--- src/rtl/scan_host_seq.sv ---
// Host-side scan sequencer: accepts TMS/SHIFT/RUN/WAIT commands, drives registered tms/tdi,
// captures tdo LSB-first and returns one response per command.
module scan_host_seq #(
    parameter int unsigned DATA_W      = 128,
    parameter int unsigned LEN_W       = 16,
    parameter int unsigned TMS_W       = 16,
    parameter int unsigned RST_TMS_CYC = 5,
    parameter bit          LAST_TMS    = 1'b1
) (
    input  logic              clk,
    input  logic              rst,
    input  logic              cmd_valid,
    output logic              cmd_ready,
    input  logic [1:0]        cmd_op,
    input  logic [LEN_W-1:0]  cmd_len,
    input  logic [TMS_W-1:0]  cmd_tms,
    input  logic [DATA_W-1:0] cmd_data,
    input  logic              ext_done,
    output logic              tms,
    output logic              tdi,
    input  logic              tdo,
    output logic              rsp_valid,
    input  logic              rsp_ready,
    output logic [DATA_W-1:0] rsp_data,
    output logic              rsp_err,
    output logic              busy
);
    localparam int unsigned IDX_W = $clog2(DATA_W);
    localparam logic [1:0] OP_TMS   = 2'd0;
    localparam logic [1:0] OP_SHIFT = 2'd1;
    localparam logic [1:0] OP_RUN   = 2'd2;

    typedef enum logic [2:0] {
        StRstSeq, StIdle, StTms, StShift, StRun, StWait, StResp
    } state_e;

    state_e            state_q, state_d;
    logic [LEN_W-1:0]  cnt_q, cnt_d, len_q, len_d;
    logic [TMS_W-1:0]  pat_q, pat_d;
    logic [DATA_W-1:0] sdata_q, sdata_d, rdata_q, rdata_d;
    logic              tms_q, tms_d, tdi_q, tdi_d;
    logic              rvalid_q, rvalid_d, rerr_q, rerr_d;
    logic [LEN_W-1:0]  last_idx, cnt_inc;
    logic              len_bad;

    assign last_idx = len_q - LEN_W'(1);
    assign cnt_inc  = cnt_q + LEN_W'(1);

    always_comb begin
        unique case (cmd_op)
            OP_TMS:   len_bad = (cmd_len == '0) || (32'(cmd_len) > TMS_W);
            OP_SHIFT: len_bad = (cmd_len == '0) || (32'(cmd_len) > DATA_W);
            OP_RUN:   len_bad = (cmd_len == '0);
            default:  len_bad = 1'b0;
        endcase
    end

    always_comb begin
        state_d  = state_q;
        cnt_d    = cnt_q;
        len_d    = len_q;
        pat_d    = pat_q;
        sdata_d  = sdata_q;
        rdata_d  = rdata_q;
        rvalid_d = rvalid_q;
        rerr_d   = rerr_q;
        tms_d    = 1'b0;
        tdi_d    = 1'b0;
        unique case (state_q)
            StRstSeq: begin
                tms_d = 1'b1;
                if (cnt_q == LEN_W'(RST_TMS_CYC - 1)) begin
                    state_d = StIdle;
                    tms_d   = 1'b0;
                    cnt_d   = '0;
                end else begin
                    cnt_d = cnt_inc;
                end
            end
            StIdle: begin
                if (cmd_valid) begin
                    len_d   = cmd_len;
                    cnt_d   = '0;
                    rdata_d = '0;
                    rerr_d  = 1'b0;
                    pat_d   = cmd_tms >> 1;
                    sdata_d = cmd_data >> 1;
                    if (len_bad) begin
                        state_d  = StResp;
                        rvalid_d = 1'b1;
                        rerr_d   = 1'b1;
                    end else begin
                        unique case (cmd_op)
                            OP_TMS: begin
                                state_d = StTms;
                                tms_d   = cmd_tms[0];
                            end
                            OP_SHIFT: begin
                                state_d = StShift;
                                tdi_d   = cmd_data[0];
                                tms_d   = (cmd_len == LEN_W'(1)) ? LAST_TMS : 1'b0;
                            end
                            OP_RUN:  state_d = StRun;
                            default: state_d = StWait;
                        endcase
                    end
                end
            end
            StTms, StShift, StRun: begin
                // tdo at this edge belongs to the bit that was on tdi during the last cycle
                if (state_q == StShift) rdata_d[cnt_q[IDX_W-1:0]] = tdo;
                if (cnt_q == last_idx) begin
                    state_d  = StResp;
                    rvalid_d = 1'b1;
                end else begin
                    cnt_d   = cnt_inc;
                    pat_d   = pat_q >> 1;
                    sdata_d = sdata_q >> 1;
                    if (state_q == StTms) tms_d = pat_q[0];
                    if (state_q == StShift) begin
                        tdi_d = sdata_q[0];
                        tms_d = (cnt_inc == last_idx) ? LAST_TMS : 1'b0;
                    end
                end
            end
            StWait: begin
                if (ext_done) begin
                    state_d  = StResp;
                    rvalid_d = 1'b1;
                end else if (len_q != '0) begin
                    if (cnt_q == last_idx) begin
                        state_d  = StResp;
                        rvalid_d = 1'b1;
                        rerr_d   = 1'b1;
                    end else begin
                        cnt_d = cnt_inc;
                    end
                end
            end
            StResp: begin
                if (rsp_ready) begin
                    state_d  = StIdle;
                    rvalid_d = 1'b0;
                end
            end
            default: state_d = StRstSeq;
        endcase
    end

    always_ff @(posedge clk) begin
        if (rst) begin
            state_q  <= StRstSeq;
            cnt_q    <= '0;
            len_q    <= '0;
            pat_q    <= '0;
            sdata_q  <= '0;
            rdata_q  <= '0;
            tms_q    <= 1'b1;
            tdi_q    <= 1'b0;
            rvalid_q <= 1'b0;
            rerr_q   <= 1'b0;
        end else begin
            state_q  <= state_d;
            cnt_q    <= cnt_d;
            len_q    <= len_d;
            pat_q    <= pat_d;
            sdata_q  <= sdata_d;
            rdata_q  <= rdata_d;
            tms_q    <= tms_d;
            tdi_q    <= tdi_d;
            rvalid_q <= rvalid_d;
            rerr_q   <= rerr_d;
        end
    end

    assign tms       = tms_q;
    assign tdi       = tdi_q;
    assign rsp_valid = rvalid_q;
    assign rsp_data  = rdata_q;
    assign rsp_err   = rerr_q;
    assign cmd_ready = (state_q == StIdle);
    assign busy      = (state_q != StIdle);
endmodule

--- config.mk ---
export PLATFORM = sky130hd
export DESIGN_NAME = scan_host_seq
export DESIGN_NICKNAME = d
export VERILOG_FILES = /design/src/rtl/scan_host_seq.sv
export SDC_FILE = /design/constraint.sdc
export NUM_CORES = 1
export LEC_CHECK = 0
export ABC_CLOCK_PERIOD_IN_PS = 7100
export BUFFER_PORTS_ARGS = -buffer_cell sky130_fd_sc_hd__buf_2
export CAP_MARGIN = 15
export CORE_MARGIN = 10
export CORE_UTILIZATION = 35
export CTS_CLUSTER_DIAMETER = 120
export DETAILED_ROUTE_END_ITERATION = 16
export PLACE_DENSITY_LB_ADDON = 0.08
export SYNTH_ARGS = -nofsm -noshare
export SYNTH_HDL_FRONTEND = slang
export SYNTH_SLANG_ARGS = --single-unit
--- constraint.sdc ---
create_clock -name clk -period 7.1 [get_ports clk]
set_input_delay 2.13 -clock clk [delete_from_list [all_inputs] [get_ports clk]]
set_output_delay 2.13 -clock clk [all_outputs]
set_load 0.01 [all_outputs]
==> results.json <==
{
  "status": "finished, final reports clean",
  "cts_tree": "done",
  "drt_pass1_iterations": 5,
  "fin_skew_ns": 0.0208,
  "setup_violations": 0,
  "grt_pass1_vias": 15500,
  "tightest_slew_ns": 1.18,
  "grt_max_degree": 281,
  "final_common_cell": "nand2_1",
  "yosys.area.top_type_share_pct": 37.3,
  "finalCritPeriodShare_pct": 68.8,
  "max_freq_mhz": 205,
  "cts_resized": 0,
  "critPathCaptureType": "register",
  "syn_nets": 2372,
  "synthArstFlopShare_pct": 0,
  "ctsHtreeMaxLevel": 2,
  "yosys.area.top_type": "dfxtp_1",
  "diodes": 0,
  "grt.total_usage_pct": 19.7,
  "antenna_found_initial": 0,
  "drv_cap": 0,
  "vias": 16300,
  "clock_latency_ns": 0.56,
  "synthToLayoutAreaGrowth_pct": 17.1,
  "yosys_warnings": 0,
  "drtIter0Drc": 1437,
  "gp_congestion": 0.862,
  "yosysUniqueCellTypes": 74,
  "path_max_fanout": 94,
  "fp.dieArea_sq_um": 56400,
  "synth_area_sq_um": 16600,
  "mostFrequentLayoutCells": "nand2_1, dfxtp_1, buf_2, a21oi_1, o21ai_0",
  "p_per_area_nw_per_um2": 279,
  "io_buffers": 301,
  "layout_setup_ws_ns": 2.22,
  "slew_headroom_pct": 21.4,
  "worst_setup_path_start_kind": "register",
  "hold_class": "register to register",
  "ant_nets": 0,
  "cts_setup_buffers": 0,
  "nets": 2515,
  "synth-edff-count": 0,
  "hpwlAfterDp_um": 37600,
  "maxSlewViolCount": 0,
  "start_util_pct": 35.5,
  "wl_um": 58700,
  "syn-mean-instance-area_sq_um": 7.53,
  "hold_buffers": 0,
  "hold_viol": 0,
  "yosysSeqAreaShare_pct": 37.3,
  "min_period_ns": 4.88,
  "p_leak_uw": 0.00734,
  "rsz0062_at_grt": "false",
  "drc": 0,
  "clock-sinks": 309,
  "die_w_um": 238,
  "root_buffer": "clkbuf_16",
  "rows": 79,
  "grt_overflow": 0,
  "cp_data_arrival_time_ns": 5.33,
  "numCtsBuffers": 38,
  "cts_buffer_depth": 3,
  "wl_per_cell_um": 19.7,
  "finalSetupTns_ns": 0,
  "crit_type": "register to register",
  "syn_inst": 2199,
  "ys.flop_type": "dfxtp_1",
  "grt_pass1_wl_um": 91900,
  "post_route_cells_drive_above_1_share_pct": 21.3,
  "io_pins": 302,
  "cts.reportedPaths.clkPinSlew_ns": 0.06,
  "core_sq_um": 46700,
  "vias_per_cell": 5.49,
  "postLayoutCoreUtil_pct": 41.6,
  "die_y_um": 238,
  "peakVddDrop_v": 0.000138,
  "netlist_top_cells_area": "dfxtp_1, a211oi_1, a21oi_1, o21ai_0, nand2_1",
  "critical_path_required_ns": 7.55,
  "dp_slack_ns": 2.01,
  "synth_seq_cells": 309
}
## logic make-up after synthesis
family          share of synthesized area (%)
compound gates                           36.0
simple gates                             14.0
buf+inv                                  9.71
flops                                    37.3
xor+xnor                                 2.40
fa+ha+maj                               0.378
mux                                     0.189
## sequential cells by signal (all words and copies together) (netlist names)
| register | flops |
|---|---|
| tms | 1 |
| sdata_q | 127 |
| tdi | 1 |
| rsp_err | 1 |
| len_q | 16 |
| cnt_q | 16 |
| state_q | 3 |
| rsp_valid | 1 |
| pat_q | 15 |
| rsp_data | 128 |
## report_power, final
group	switching, uW	internal, uW
registers	103	1990
clock network	782	1110
logic	893	533
## layer usage
layer / part of all wire [%] / GRT usage, % / vias up
met1: 47 / 27.2 / 7793
met2: 46 / 31.1 / 434
met4: 1.4 / 4.04 / 0
met5: 0 / 0 / -
met3: 5.7 / 4.23 / 52
li1: - / - / 8037
## stage by stage
step / hold WS, ns / cell area (sq um) / total power [uW] / cells
after global placement: 0.429 / 18200 / 3540 / 2904
after global routing: 0.472 / 19400 / 5730 / 2973
after detailed placement: 0.448 / 18200 / 3560 / 2906
after floorplan: 0.435 / 16600 / 3210 / 2199
final: 0.454 / 19400 / 5420 / 2973
after CTS: 0.458 / 19400 / 5480 / 2970
## final timing paths
| kind | from | endpoint | slack, ns | depth (start not counted) |
|---|---|---|---|---|
| setup / recovery | len_q[0] | cnt_q[12] | 2.22 | 10 |
| setup reg to reg | len_q[0] | cnt_q[12] | 2.22 | 10 |
| hold / removal | rsp_err | rsp_err | 0.45 | 2 |
| hold reg to reg | rsp_err | rsp_err | 0.45 | 2 |
## area by class of cell
| cell class | instances | area, sq um |
|---|---|---|
| Inverter | 156 | 586 |
| Multi-Input combinational cell | 1500 | 8870 |
| Sequential cell | 309 | 6190 |
| Tap cell | 607 | 759 |
| Timing Repair Buffer | 337 | 1810 |
| Clock buffer | 54 | 1060 |
| Clock inverter | 10 | 121 |
| Fill cell | 4761 | 27300 |
## critical path, cell delays in order (launching register included)
cell       delay [ns]
dfxtp_1          0.38
inv_1            0.09
ha_1             0.22
or4b_1           0.59
nor2_1           0.24
o21ai_0          0.13
a2111oi_2        0.46
and4_4           0.81
buf_4            0.89
a21boi_1         0.57
a32o_1           0.37
## cells in the mapped netlist (5+ instances only)
cell type / count
and3_1: 8
a21oi_1: 290
nor4_1: 10
nor2_1: 42
xor2_1: 9
buf_4: 9
a211oi_2: 80
or4_1: 7
buf_2: 28
or3_1: 7
buf_6: 10
a211oi_1: 205
clkbuf_1: 180
nand2_1: 352
nor3_1: 38
o2bb2ai_1: 9
buf_1: 7
ha_1: 5
inv_1: 155
nand4_1: 9
nand2b_1: 7
dfxtp_1: 309
o21ai_0: 288
nand3_1: 19
xnor2_1: 26
nor2b_1: 7
No activity file was read; power rests on OpenSTA's default activity.
